`src/rtl/instr_fetch_unit.sv`:
```
// Fetch stage: walks the PC through the synchronous program ROM and assembles 1/2-byte instructions.
// Latency 2 (one-byte) / 4 (two-byte) edges to instr_valid; holds the issued instruction while instr_ready is low.
module instr_fetch_unit #(
  parameter logic [6:0] RESET_PC  = 7'h00,
  parameter int         ROM_DEPTH = 128
) (
  input  logic       clk,
  input  logic       reset,
  output logic [7:0] rom_address,
  input  logic [7:0] rom_data,
  output logic       instr_valid,
  input  logic       instr_ready,
  output logic [7:0] opcode,
  output logic [7:0] operand,
  output logic [6:0] instr_pc,
  output logic       illegal,
  input  logic       redirect_valid,
  input  logic [7:0] redirect_addr
);

  typedef enum logic [2:0] {
    S_REQ_OP,
    S_CAP_OP,
    S_REQ_OPND,
    S_CAP_OPND,
    S_ISSUE
  } state_t;

  state_t     state;
  logic [6:0] pc;
  logic [6:0] pc_inc;
  logic       op_two_byte;
  logic       op_one_byte;
  logic       unused_redirect_msb;

  function automatic logic is_two_byte(input logic [7:0] op);
    return op inside {[8'h86:8'h89], [8'h96:8'h98], [8'h20:8'h28]};
  endfunction

  function automatic logic is_one_byte(input logic [7:0] op);
    return op inside {[8'h42:8'h46], 8'h48, [8'h4A:8'h4F]};
  endfunction

  // The ROM only holds ROM_DEPTH words, so the PC wraps at the last word.
  assign pc_inc      = (int'(pc) == ROM_DEPTH - 1) ? 7'h00 : pc + 7'd1;
  assign op_two_byte = is_two_byte(rom_data);
  assign op_one_byte = is_one_byte(rom_data);

  assign unused_redirect_msb = redirect_addr[7];

  always_ff @(posedge clk or negedge reset) begin
    if (!reset) begin
      state       <= S_REQ_OP;
      pc          <= RESET_PC;
      rom_address <= {1'b0, RESET_PC};
      opcode      <= 8'h00;
      operand     <= 8'h00;
      instr_pc    <= 7'h00;
      instr_valid <= 1'b0;
      illegal     <= 1'b0;
    end else if (redirect_valid) begin
      // A redirect in S_ISSUE with instr_ready still consumes the instruction; only the fetch restarts.
      pc          <= redirect_addr[6:0];
      rom_address <= {1'b0, redirect_addr[6:0]};
      state       <= S_REQ_OP;
      instr_valid <= 1'b0;
    end else begin
      case (state)
        S_REQ_OP: begin
          state <= S_CAP_OP;
        end
        S_CAP_OP: begin
          opcode      <= rom_data;
          instr_pc    <= pc;
          operand     <= 8'h00;
          illegal     <= !(op_two_byte || op_one_byte);
          pc          <= pc_inc;
          rom_address <= {1'b0, pc_inc};
          if (op_two_byte) begin
            state <= S_REQ_OPND;
          end else begin
            state       <= S_ISSUE;
            instr_valid <= 1'b1;
          end
        end
        S_REQ_OPND: begin
          state <= S_CAP_OPND;
        end
        S_CAP_OPND: begin
          operand     <= rom_data;
          pc          <= pc_inc;
          rom_address <= {1'b0, pc_inc};
          state       <= S_ISSUE;
          instr_valid <= 1'b1;
        end
        S_ISSUE: begin
          if (instr_ready) begin
            instr_valid <= 1'b0;
            state       <= S_REQ_OP;
          end
        end
        default: begin
          state       <= S_REQ_OP;
          instr_valid <= 1'b0;
        end
      endcase
    end
  end

endmodule

```
`config.mk`:
```
export PLATFORM = sky130hd
export DESIGN_NAME = instr_fetch_unit
export DESIGN_NICKNAME = d
export VERILOG_FILES = /design/src/rtl/instr_fetch_unit.sv
export SDC_FILE = /design/constraint.sdc
export NUM_CORES = 1
export LEC_CHECK = 0
export ABC_CLOCK_PERIOD_IN_PS = 2200
export CORE_UTILIZATION = 45
export DETAILED_ROUTE_END_ITERATION = 10
export PLACE_DENSITY = 0.79
export SETUP_SLACK_MARGIN = 0.05
export SYNTH_ARGS = -nofsm -noshare
export SYNTH_HDL_FRONTEND = slang
export SYNTH_SLANG_ARGS = --single-unit
```
`constraint.sdc`:
```
create_clock -name clk -period 2.2 [get_ports clk]
set_input_delay 0.33 -clock clk [delete_from_list [all_inputs] [get_ports clk]]
set_output_delay 0.33 -clock clk [all_outputs]
set_load 0.02 [all_outputs]
```
Yosys cells after proc, flatten, opt, wreduce, memory -nomap -nowiden
Index checks and enable logic that the tools add are counted.

cells by class
  add/sub/neg operators = 1
  multiplexer cells = 14
  reductions and logical operators = 17
  equality and inequality tests = 9
  magnitude comparators = 10
  bitwise operators = 1

operator list
  cell                                                            number
  two-way mux 7 bit                                               3
  >= comparator 8 x 7 -> 1 bit, second input constant             2
  >= comparator 8 bit, second input constant                      2
  less-or-equal comparator 8 x 7 -> 1 bit, second input constant  2
  less-or-equal comparator 8 bit, second input constant           2
  two-way mux 8 bit                                               2
  one-hot mux 8 bit (2 select lines)                              1
  one-hot mux 3 bit (5 select lines)                              1
  two-way mux 3 bit                                               3
  == test 8 x 7 -> 1 bit, second input constant                   1
  >= comparator 8 x 6 -> 1 bit, second input constant             1
  less-or-equal comparator 8 x 6 -> 1 bit, second input constant  1
  adder 7 x 1 -> 7 bit, second input constant                     1
  == test 7 x 1 -> 1 bit, second input constant                   1
  == test 3 x 2 -> 1 bit, second input constant                   2
  != test 3 bit, second input constant                            2
  nonzero test 3 bit                                              2
  logical AND 1 bit                                               5
  one-hot mux 1 bit (4 select lines)                              1
  AND reduction 2 bit                                             2
  nonzero test 2 bit                                              2
  OR reduction 2 bit                                              2
  == test 3 x 1 -> 1 bit, second input constant                   1
  == test 3 bit, second input constant                            1
  7 further kinds                                                 9

word-level totals
  register bits = 43
  output and inout port bits = 33
  input bits = 20

Longest topological paths before layout
Gate-level depths: netlist (run 1).

  word-level depth = 6
  depth in mapped cells = 5

Worst setup path before layout (run 1)
No wires, ideal clock.

  kind = register to register
  from = register state[2]
  to = register opcode[1]
  path buffers = 1
  required time = 2075 ps
  slack = 573 ps
  data arrival time = 1502 ps
  stages on the path, launching flop included = 5
  library setup time = 125 ps
  cells stage by stage = dfrtp_1 > or3b_4 > nor2_4 > buf_4 > mux2_2

between the ends
  cells in the longest elaborated chain, start to end = 2

ends and longest elaborated chain
  item                           RTL line  text
  start, declared                29        state_t state;
  start signal, assigned         53        state <= S_REQ_OP;
  start signal, assigned         65        state <= S_REQ_OP;
  start signal, assigned         70        state <= S_CAP_OP;
  == test 3 x 1 -> 1 bit         68        case (state)
  AND reduction 2 bit (no line)  n/a
  end signal, assigned           73        opcode <= rom_data;
  end, declared                  13        output logic [7:0] opcode,

No other way between the ends.
A chain may end at the register's enable or synchronous reset.

Worst setup path after layout (run 1)
  from = register rom_address[3]
  to = output port rom_address[3]

RTL lines
  item                    RTL line  text
  start, declared         9         output logic [7:0] rom_address,
  start signal, assigned  55        rom_address <= {1'b0, RESET_PC};
  start signal, assigned  64        rom_address <= {1'b0, redirect_addr[6:0]};
  start signal, assigned  78        rom_address <= {1'b0, pc_inc};

No word-level cell between the ends.

==> impl_results.md, run 1 <==
- Status: finished clean
- CORE AREA: 3390 µm²
- Clock Skew: 14.8 ps
- Die height: 61.9 µm
- Mux cell area share after synthesis: 10.5%
- Fmax: 0.553 GHz
- Layout cell share with drive strength beyond 1: 15.5%
- WL/cell: 14.7 µm
- IO buf count: 50
- Diode count: 0
- Syn Inst Count: 145
- Slowest stage delay, CP: 650 ps
- Worst setup margin: 392 ps
- DRT Wirelength: 3610 µm
- FP Rows: 21
- Seq/Total Area, Yosys: 54.3%
- H-tree depth: 2
- Max clock buf depth: 2
- Initial antenna violation count: 0
- Startpoint types: register
- First-pass GRT wire length: 5570 µm
- # resized after CTS: 0
- CTS tree: yes
- Die width: 61.9 µm
- Grt ovf: 0
- Drc violations: 0
- GRT Util Overall: 20.5%
- CTS Buf Count: 5
- Syn avg cell area: 11.1 µm²
- Via density: 5.29
- Die ar.: 3830 µm²
- Critical Path, Cell by Cell: clkdlybuf4s50_1
- Clock Sinks: 35
- WP data required: 1870 ps
- Crit end category: primary output
- Final Hold Fails: 0
- R2R Setup Slk: 580 ps
- Number of global-route vias before repair: 1151
- Slowest CP cell: clkdlybuf4s50_1
- Max VDD drop: 0.497 mV
- Most common cell after layout, fill and taps aside: clkdlybuf4s50_1
- Pleak: 0.916 nW
- Ranking of synthesized cells by area: dfrtp_1 54%, mux2_2 10%, nand2_1 5.8%
- Largest family of logic cells by synthesized area: simple AND/OR/NAND/NOR gates
- Starting Density: 47.6%
- Post-Synth Adder-Cell Area: 0.776%
- Final Critical Period: 1810 ps
- Post-Synth Simple-Gate Area: 16.8%
- WS Path Type: register to primary output
- Largest net degree at the start of global routing: 36
- Fin. max-slew vios: 0
- Final period util: 82.2%
- Post-route setup TNS: 0 ps
- Yosys cell types: 38
- HPWL after DPL: 2620 µm
- Syn-to-layout area delta: 38.8%
- Post-CTS setup repair buffer count: 0
- # IOs: 53
- Post-route ant nets: 0
- Post-synthesis net count: 166
- RSZ-0062 raised after global routing: no
- Drt pass-1 iters: 4
- Worst-Skew Late Latency: 330 ps
- Worst-path fanout max: 7
- Min-delay worst type: primary input to async pin
- Place WS: 114 ps
- Synth area leader: dfrtp_1
- Nets: 221
- Post-synthesis xor/xnor area fraction: 2.17%
- Maxcap violations: 0
- Vias post-DR: 1301
- Synth top area share: 54.3%
- Power density cells: 854 nW/µm²
- CTS Hold Bufs: 0
- Post-synthesis compound-gate area fraction: 12.2%
- Crit path DAT: 1480 ps
- Syn. warnings: 0
- Cell area after synthesis: 1610 µm²
- CP delay by family, top: buffers and inverters
- Critical path buffers and inverters: 1
- Clock transition at path regs: 100 ps
- Seq cells post-synth: 35
- DRT iter0 DRCs: 51
- Gpl congestion: 0.727
- Commonest cells after routing, fill and taps aside: 50 x clkdlybuf4s50_1, 35 x dfrtp_1, 25 x nand2_1, 15 x mux2_2, 15 x o21ai_0
- Root Buffer Master: clkbuf_4
- # setup viols final: 0
-- worst reg2reg max path: stages (launching register included) --
cell and delay (ps):
dfrtp_1 440, or3b_4 430, nor2_4 120, buf_12 160
mux2_2 340
-- final cells by class --
type / count / area (µm²)
multi-input cells: 101 / 687
fillers: 273 / 1150
flip-flops and latches: 35 / 876
clock buffers: 6 / 51.3
inverters: 1 / 3.75
well taps: 46 / 57.6
repair buffers: 56 / 558
clock inverters: 1 / 5.00
-- synthesized netlist by cell type --
cell and instances:
a21oi_1 2, a221o_1 2, a22o_1 1, a311o_1 1, a31oi_1 1, a41o_1 1
and3_1 3, and4_1 1, buf_2 1, buf_4 2, buf_6 1, clkbuf_1 4
conb_1 1, dfrtp_1 35, ha_1 1, inv_1 1, mux2_2 15, nand2_1 25
nand2b_1 3, nand4_1 2, nand4b_1 1, nor2_1 4, nor2_4 1, nor2b_1 2
nor3_1 1, nor3b_1 1, nor3b_2 1, nor4b_1 2, o2111ai_1 1, o21ai_0 15
o221ai_1 2, o22ai_1 2, o311ai_0 2, or3_1 1, or3b_4 1, or4b_1 1
xnor2_1 1, xor2_1 3
-- routing by layer --
layer	up-vias	track usage (%)	routed length (µm)	share of wire (%)
li1	631	-	-	-
met1	632	28.6	1660	46
met2	33	30.7	1760	49
met3	5	4.76	136	3.8
met4	0	8.89	48	1.3
met5	-	0	0	0
-- state kept, by name, summed over array words and instances, names as in the netlist --
signal / flops
instr_valid: 1
operand: 8
opcode: 8
illegal: 1
instr_pc: 7
state: 3
rom_address: 7
-- kinds of logic after synthesis --
group           count (synthesis)
fa+ha+maj                       1
simple gates                   50
xor+xnor                        4
mux                            15
buf+inv                         9
flops                          35
other cells                     1
compound gates                 30
-- power by group --
part	leakage [nW]	total, W	internal (W)	switching, W
sequential	0.442	0.000864	0.000773	0.0000916
clock	0.0341	0.000347	0.000148	0.000199
combinational	0.440	0.000700	0.000370	0.000330
-- per-stage QoR --
step	instances	utilization, %	total power, W	cell area (µm²)	hold WS (ps)
after floorplan	145	-	0.00121	1610	34.4
after global placement	239	64.4	0.00155	2180	463
after detailed placement	239	64.4	0.00158	2180	475
after CTS	246	66.0	0.00193	2240	414
after global routing	246	66.0	0.00202	2240	435
final	246	66.0	0.00191	2240	416
-- final timing paths --
check | end | startpoint | cells past startpoint
worst max-delay path | rom_address[3] | rom_address[3]$_DFFE_PN0P_ | 1
worst min-delay path | state[0]$_DFFE_PN0P_ | reset | 2
worst max register to register | opcode[3]$_DFFE_PN0P_ | state[0]$_DFFE_PN0P_ | 4
worst min register to register | operand[0]$_DFFE_PN0P_ | operand[0]$_DFFE_PN0P_ | 2
max in group asynchronous | opcode[2]$_DFFE_PN0P_ | reset | 2
min in group clk | operand[0]$_DFFE_PN0P_ | operand[0]$_DFFE_PN0P_ | 2
(Power assumes the default switching activity.)
==> run 2: changes to the inputs <==
- ABC_CLOCK_PERIOD_IN_PS: 2200 -> 1850
- clock period: 2.2 -> 1.85 ns (I/O delays scaled with it)
==> run 2 against run 1 <==
Flip-flop and latch count unchanged. Clock skew down 4.1 ps. Final area is 2.8% higher. Critical path type unchanged. Sequential share of layout area is 1.1 points lower. Count of clock-buffer cells in the layout up 2. Setup slack worse by 270 ps. Clock power rose by 36%. Worst hold slack worse by 71 ps. Highest routed layer unchanged. Non-clock buffer count rose by 6. Cell count grew 2.8%. Global-route usage grew 1.5 points. Largest cell class unchanged.
==> impl_results.md, run 2 (synthesis results as in run 1) <==
- Worst r2r src: state[0]$_DFFE_PN0P_
- Min-delay worst type: primary input to async pin
- CORE AREA: 3390 µm² (unchanged)
- Max clock buf depth: 2 (unchanged)
- # IOs: 53 (unchanged)
- Final period util: 93.3%
- WP data required: 1570 ps (-300 ps)
- Design area: 2300 µm² (+2.8%)
- IO buf count: 50 (unchanged)
- Status: finished clean
- Crit end category: primary output
- Number of global-route vias before repair: 1254 (+8.9%)
- Die ar.: 3830 µm² (unchanged)
- FP Rows: 21 (unchanged)
- Root Buffer Master: clkbuf_4
- Fin. max-slew vios: 0 (unchanged)
- Worst-Skew Late Latency: 350 ps (+20 ps)
- Drc violations: 0 (unchanged)
- # setup viols final: 0 (unchanged)
- Pleak: 0.974 nW (+6.3%)
- Drt pass-1 iters: 4 (unchanged)
- Clock transition at path regs: 100 ps (about the same)
- R2R depth: 4 (unchanged)
- Slowest stage delay, CP: 650 ps (about the same)
- Maxcap violations: 0 (unchanged)
- H-tree depth: 2 (unchanged)
- R2R Setup Slk: 240 ps (-340 ps)
- Post-CTS setup repair buffer count: 0 (unchanged)
- Initial antenna violation count: 0 (unchanged)
- RR Endpoint: opcode[4]$_DFFE_PN0P_
- Post-route ant nets: 0 (unchanged)
- RSZ-0062 raised after global routing: no
- Worst setup margin: 125 ps (-267 ps)
- Final Critical Period: 1730 ps
- Vias post-DR: 1355 (+4.2%)
- Grt ovf: 0 (unchanged)
- Crit path DAT: 1450 ps (-30 ps)
- CP delay by family, top: buffers and inverters
- Place WS: -43.2 ps (-157 ps)
- Startpoint types: register
- Critical path buffers and inverters: 1 (unchanged)
- GRT Util Overall: 22.0% (+1.5 points)
- Via density: 5.36 (+1.3%)
- Diode count: 0 (unchanged)
- Worst hold slack: 345 ps (-70.8 ps)
- Worst-path fanout max: 6 (-1)
- Final std cells w/o fill: 253 (+2.8%)
- Fmax: 0.580 GHz
- First-pass GRT wire length: 5910 µm (+6.1%)
- WS Path Type: register to primary output
- DRT iter0 DRCs: 48 (-5.9%)
- Biggest regs: opcode: 8 flops, operand: 8 flops
- Syn-to-layout area delta: 42.7%
- Area after DPL: 2230 µm² (+2.1%)
- DRT Wirelength: 3790 µm (+4.9%)
- Slowest CP cell: clkdlybuf4s50_1
- Max VDD drop: 0.655 mV (+32%)
- Placed cell count: 245 (+2.5%)
- CTS tree: yes
- Post-route setup TNS: 0 ps (unchanged)
- Critical Path, Cell by Cell: clkdlybuf4s50_1
- Most common cell after layout, fill and taps aside: clkdlybuf4s50_1
- CTS Hold Bufs: 0 (unchanged)
- Gpl congestion: 0.738 (+1.5%)
- Clock Sinks: 35 (unchanged)
- CTS Buf Count: 5 (unchanged)
- Clock Skew: 10.7 ps (-4.07 ps)
- Die height: 61.9 µm (unchanged)
- Starting Density: 47.6% (unchanged)
- Power density cells: 1020 nW/µm² (+20%)
- Largest net degree at the start of global routing: 36 (unchanged)
- Nets: 227 (+2.7%)
- Die width: 61.9 µm (unchanged)
- Final Hold Fails: 0 (unchanged)
- Commonest cells after routing, fill and taps aside: 48 x clkdlybuf4s50_1, 35 x dfrtp_1, 25 x nand2_1, 15 x mux2_2, 15 x o21ai_0
- HPWL after DPL: 2790 µm (+6.3%)
- Layout cell share with drive strength beyond 1: 17.9% (+2.4 points)
- WL/cell: 15.0 µm (+2.0%)
## run 2: routing by layer
layer,vias up,wire length [µm],global-route usage (%),part of all wire [%]
met1,655,1620,27.7,43
met5,-,0,0,0
met2,46,1920,34.3,51
met3,9,159,6.42,4.2
li1,645,-,-,-
met4,0,90,11.7,2.4
## run 2: layout make-up
type,instances,area (µm²)
fillers,259,1090
flip-flops and latches,35,876
multi-input cells,101,687
repair buffers,62,608
clock buffers,8,68.8
well taps,46,57.6
inverters,1,3.75
## run 2: how the worst max path moves through the flow
stage	startpoint	endpoint	slack [ps]	cells past startpoint
after floorplan	state[2]$_DFFE_PN0P_	opcode[1]$_DFFE_PN0P_	220	4
after global placement	redirect_valid	instr_pc[2]$_DFFE_PN0P_	-30	5
after detailed placement	redirect_valid	instr_pc[2]$_DFFE_PN0P_	-40	5
after CTS	rom_address[3]$_DFFE_PN0P_	rom_address[3]	90	1
after global routing	rom_address[0]$_DFFE_PN0P_	rom_address[0]	70	1
final	rom_address[0]$_DFFE_PN0P_	rom_address[0]	120	1
## run 2: metrics by stage
stage | total power (W) | utilization (%)
global route | 0.00247 | 67.9
CTS | 0.00238 | 67.7
finish | 0.00235 | 67.9
floorplan | 0.00144 | -
global placement | 0.00186 | 65.7
detailed placement | 0.00189 | 65.7
## run 2: where the power goes
part | switching, W | internal, W | leakage (nW) | total (W)
logic | 0.000399 | 0.000449 | 0.494 | 0.000848
clock network | 0.000249 | 0.000223 | 0.0386 | 0.000472
registers | 0.000109 | 0.000919 | 0.442 | 0.00103
total | 0.000757 | 0.00159 | 0.974 | 0.00235
## run 2: what timing repair did
| item | CTS | global route |
|---|---|---|
| gates resized for setup | 0 | 2 |
| endpoints found under the setup margin | 0 | 2 |
| hold endpoints to repair | 0 | 0 |
## run 2: worst register-to-register path: cells and delay by family (launching register included)
kind | cells | cell delay (ps)
and+or+nand+nor | 2 | 570
DFF | 1 | 450
muxes | 1 | 340
buffers and inverters | 1 | 150
==> run 3: changes to the inputs <==
- CELL_PAD_IN_SITES_DETAIL_PLACEMENT: unset -> 0
- CELL_PAD_IN_SITES_GLOBAL_PLACEMENT: unset -> 2
- CORE_UTILIZATION: 45 -> 28
- PLACE_DENSITY: 0.79 -> unset
- PLACE_DENSITY_LB_ADDON: unset -> 0.1
==> run 3 against run 2 <==
Combinational power down 0.5%. Die area rose by 59%. Wire length rose by 3.1%. Non-clock buffer count did not move.
==> impl_results.md, run 3 (synthesis results as in run 1) <==
- Status: finished clean
- Vias post-DR: 1293 (-4.6%)
- Fin. max-slew vios: 0 (unchanged)
- Clock Skew: 6.58 ps (-4.15 ps)
- Fmax: 0.599 GHz (+3.4%)
- Critical Path, Cell by Cell: clkdlybuf4s50_1
- HPWL after DPL: 2750 µm (-1.4%)
- WP data required: 1570 ps (about the same)
- Worst setup margin: 182 ps (+57.2 ps)
- Pleak: 0.964 nW (-0.99%)
- Worst-path fanout max: 6 (unchanged)
- Seq. cell area: 876 µm² (unchanged)
- Final std cells w/o fill: 279 (+10%)
- Post-CTS setup repair buffer count: 0 (unchanged)
- Worst hold slack: 69.1 ps (-276 ps)
- Slowest CP cell: clkdlybuf4s50_1
- Maxcap violations: 0 (unchanged)
- Final period util: 90.2% (-3.1 points)
- Crit end category: primary output
- Syn-to-layout area delta: 46.0%
- IO buf count: 50 (unchanged)
- Placed cell count: 271 (+11%)
- Clock transition at path regs: 70 ps (-30 ps)
- Min-delay worst type: primary input to async pin
- Worst-Skew Late Latency: 280 ps (-70 ps)
- Critical path buffers and inverters: 1 (unchanged)
- Max clock buf depth: 2 (unchanged)
- CTS tree: yes
- Number of global-route vias before repair: 1319 (+5.2%)
- Starting Density: 29.1% (-18 points)
- Multi-input combinational cell area: 687 µm² (unchanged)
- Post-route ant nets: 0 (unchanged)
- GRT Util Overall: 14.0% (-8.0 points)
- Max VDD drop: 0.511 mV (-22%)
- Nets: 227 (unchanged)
- DRT Wirelength: 3910 µm (+3.1%)
- CP delay by family, top: buffers and inverters
- Drc violations: 0 (unchanged)
- DRT iter0 DRCs: 57 (+19%)
- Place WS: -63.8 ps (-20.6 ps)
- WL/cell: 14.0 µm (-6.5%)
- Area after DPL: 2250 µm² (+1.2%)
- Diode count: 0 (unchanged)
- # setup viols final: 0 (unchanged)
- Startpoint types: register
- Via density: 4.63 (-13%)
- Drt pass-1 iters: 4 (unchanged)
- Design area: 2350 µm² (+2.3%)
- Die height: 77.9 µm (+26%)
- FILL cells: 553 (+110%)
- First-pass GRT wire length: 6620 µm (+12%)
- Actual slew at the worst max-slew pin: 783 ps
- CORE AREA: 5540 µm² (+63%)
- CTS Hold Bufs: 0 (unchanged)
- Die ar.: 6070 µm² (+59%)
- Initial antenna violation count: 0 (unchanged)
- WS Path Type: register to primary output
- Crit path DAT: 1390 ps (-60 ps)
- Root Buffer Master: clkbuf_8
- Grt ovf: 0 (unchanged)
- RSZ-0062 raised after global routing: no
- # resized after CTS: 0 (unchanged)
- # IOs: 53 (unchanged)
- Layout cell share with drive strength beyond 1: 18.4% (+0.48 points)
- Post-route setup TNS: 0 ps (unchanged)
- Headroom to the max-slew limit: 47.8%
- Commonest cells after routing, fill and taps aside: 49 x clkdlybuf4s50_1, 35 x dfrtp_1, 25 x nand2_1, 15 x mux2_2, 15 x o21ai_0
- FP Rows: 27 (+29%)
- Power density cells: 1050 nW/µm² (+2.9%)
- CTS Buf Count: 5 (unchanged)
- Final Hold Fails: 0 (unchanged)
- H-tree depth: 2 (unchanged)
- Final Critical Period: 1670 ps (-57.2 ps)
- Most common cell after layout, fill and taps aside: clkdlybuf4s50_1
- Clock Sinks: 35 (unchanged)
- Largest net degree at the start of global routing: 36 (unchanged)
- Die width: 77.9 µm (+26%)
- Gpl congestion: 0.756 (+2.3%)
- Slowest stage delay, CP: 650 ps (about the same)
- Biggest regs: opcode: 8 flops, operand: 8 flops
==> run 3: cell count changes in the layout (fill, tap and decap cells not counted) <==
| cell | before | now |
|---|---|---|
| buf_2 | 0 | 1 |
| clkbuf_4 | 5 | 0 |
| clkbuf_8 | 2 | 7 |
| clkdlybuf4s50_1 | 48 | 49 |
| dlymetal6s2s_1 | 2 | 0 |
==> run 3: per-layer routing <==
| metal | up-vias | routed length, µm | track usage, % |
|---|---|---|---|
| met3 | 8 | 154 | 2.59 |
| met4 | 0 | 62 | 5.56 |
| met5 | - | 0 | 0 |
| met2 | 32 | 1660 | 20.5 |
| met1 | 611 | 2030 | 20.2 |
| li1 | 642 | - | - |
==> run 3: power breakdown <==
| part | total (W) | switching [W] | internal [W] | leakage [nW] |
|---|---|---|---|---|
| Combinational | 0.000844 | 0.000394 | 0.000450 | 0.471 |
| Sequential | 0.00102 | 0.0000988 | 0.000920 | 0.442 |
| Clock | 0.000611 | 0.000271 | 0.000340 | 0.0515 |
| Total | 0.00247 | 0.000763 | 0.00171 | 0.964 |
==> run 3: path summary, 6_finish.rpt <==
check / from / slack [ps] / depth (start not counted) / end
max: rom_address[5]$_DFFE_PN0P_ / 180 / 1 / rom_address[5]
min: reset / 70 / 1 / operand[4]$_DFFE_PN0P_
max reg2reg: state[2]$_DFFE_PN0P_ / 330 / 4 / instr_pc[6]$_DFFE_PN0P_
min reg2reg: operand[1]$_DFFE_PN0P_ / 480 / 2 / operand[1]$_DFFE_PN0P_
max in group asynchronous: reset / 1290 / 1 / state[2]$_DFFE_PN0P_
min in group clk: operand[1]$_DFFE_PN0P_ / 480 / 2 / operand[1]$_DFFE_PN0P_
==> run 3: through the flow <==
stage	utilization, %	power (W)
finish	42.5	0.00247
global route	42.5	0.00261
CTS	42.5	0.00251
detailed placement	40.7	0.00189
global placement	40.7	0.00188
floorplan	-	0.00144
==> run 3: layout make-up <==
| cell class | instances | share of cell area, % |
|---|---|---|
| flip-flops and latches | 35 | 37.2 |
| multi-input cells | 101 | 29.2 |
| repair buffers | 62 | 25.4 |
| clock buffers | 8 | 4.25 |
| well taps | 72 | 3.83 |
| inverters | 1 | 0.159 |
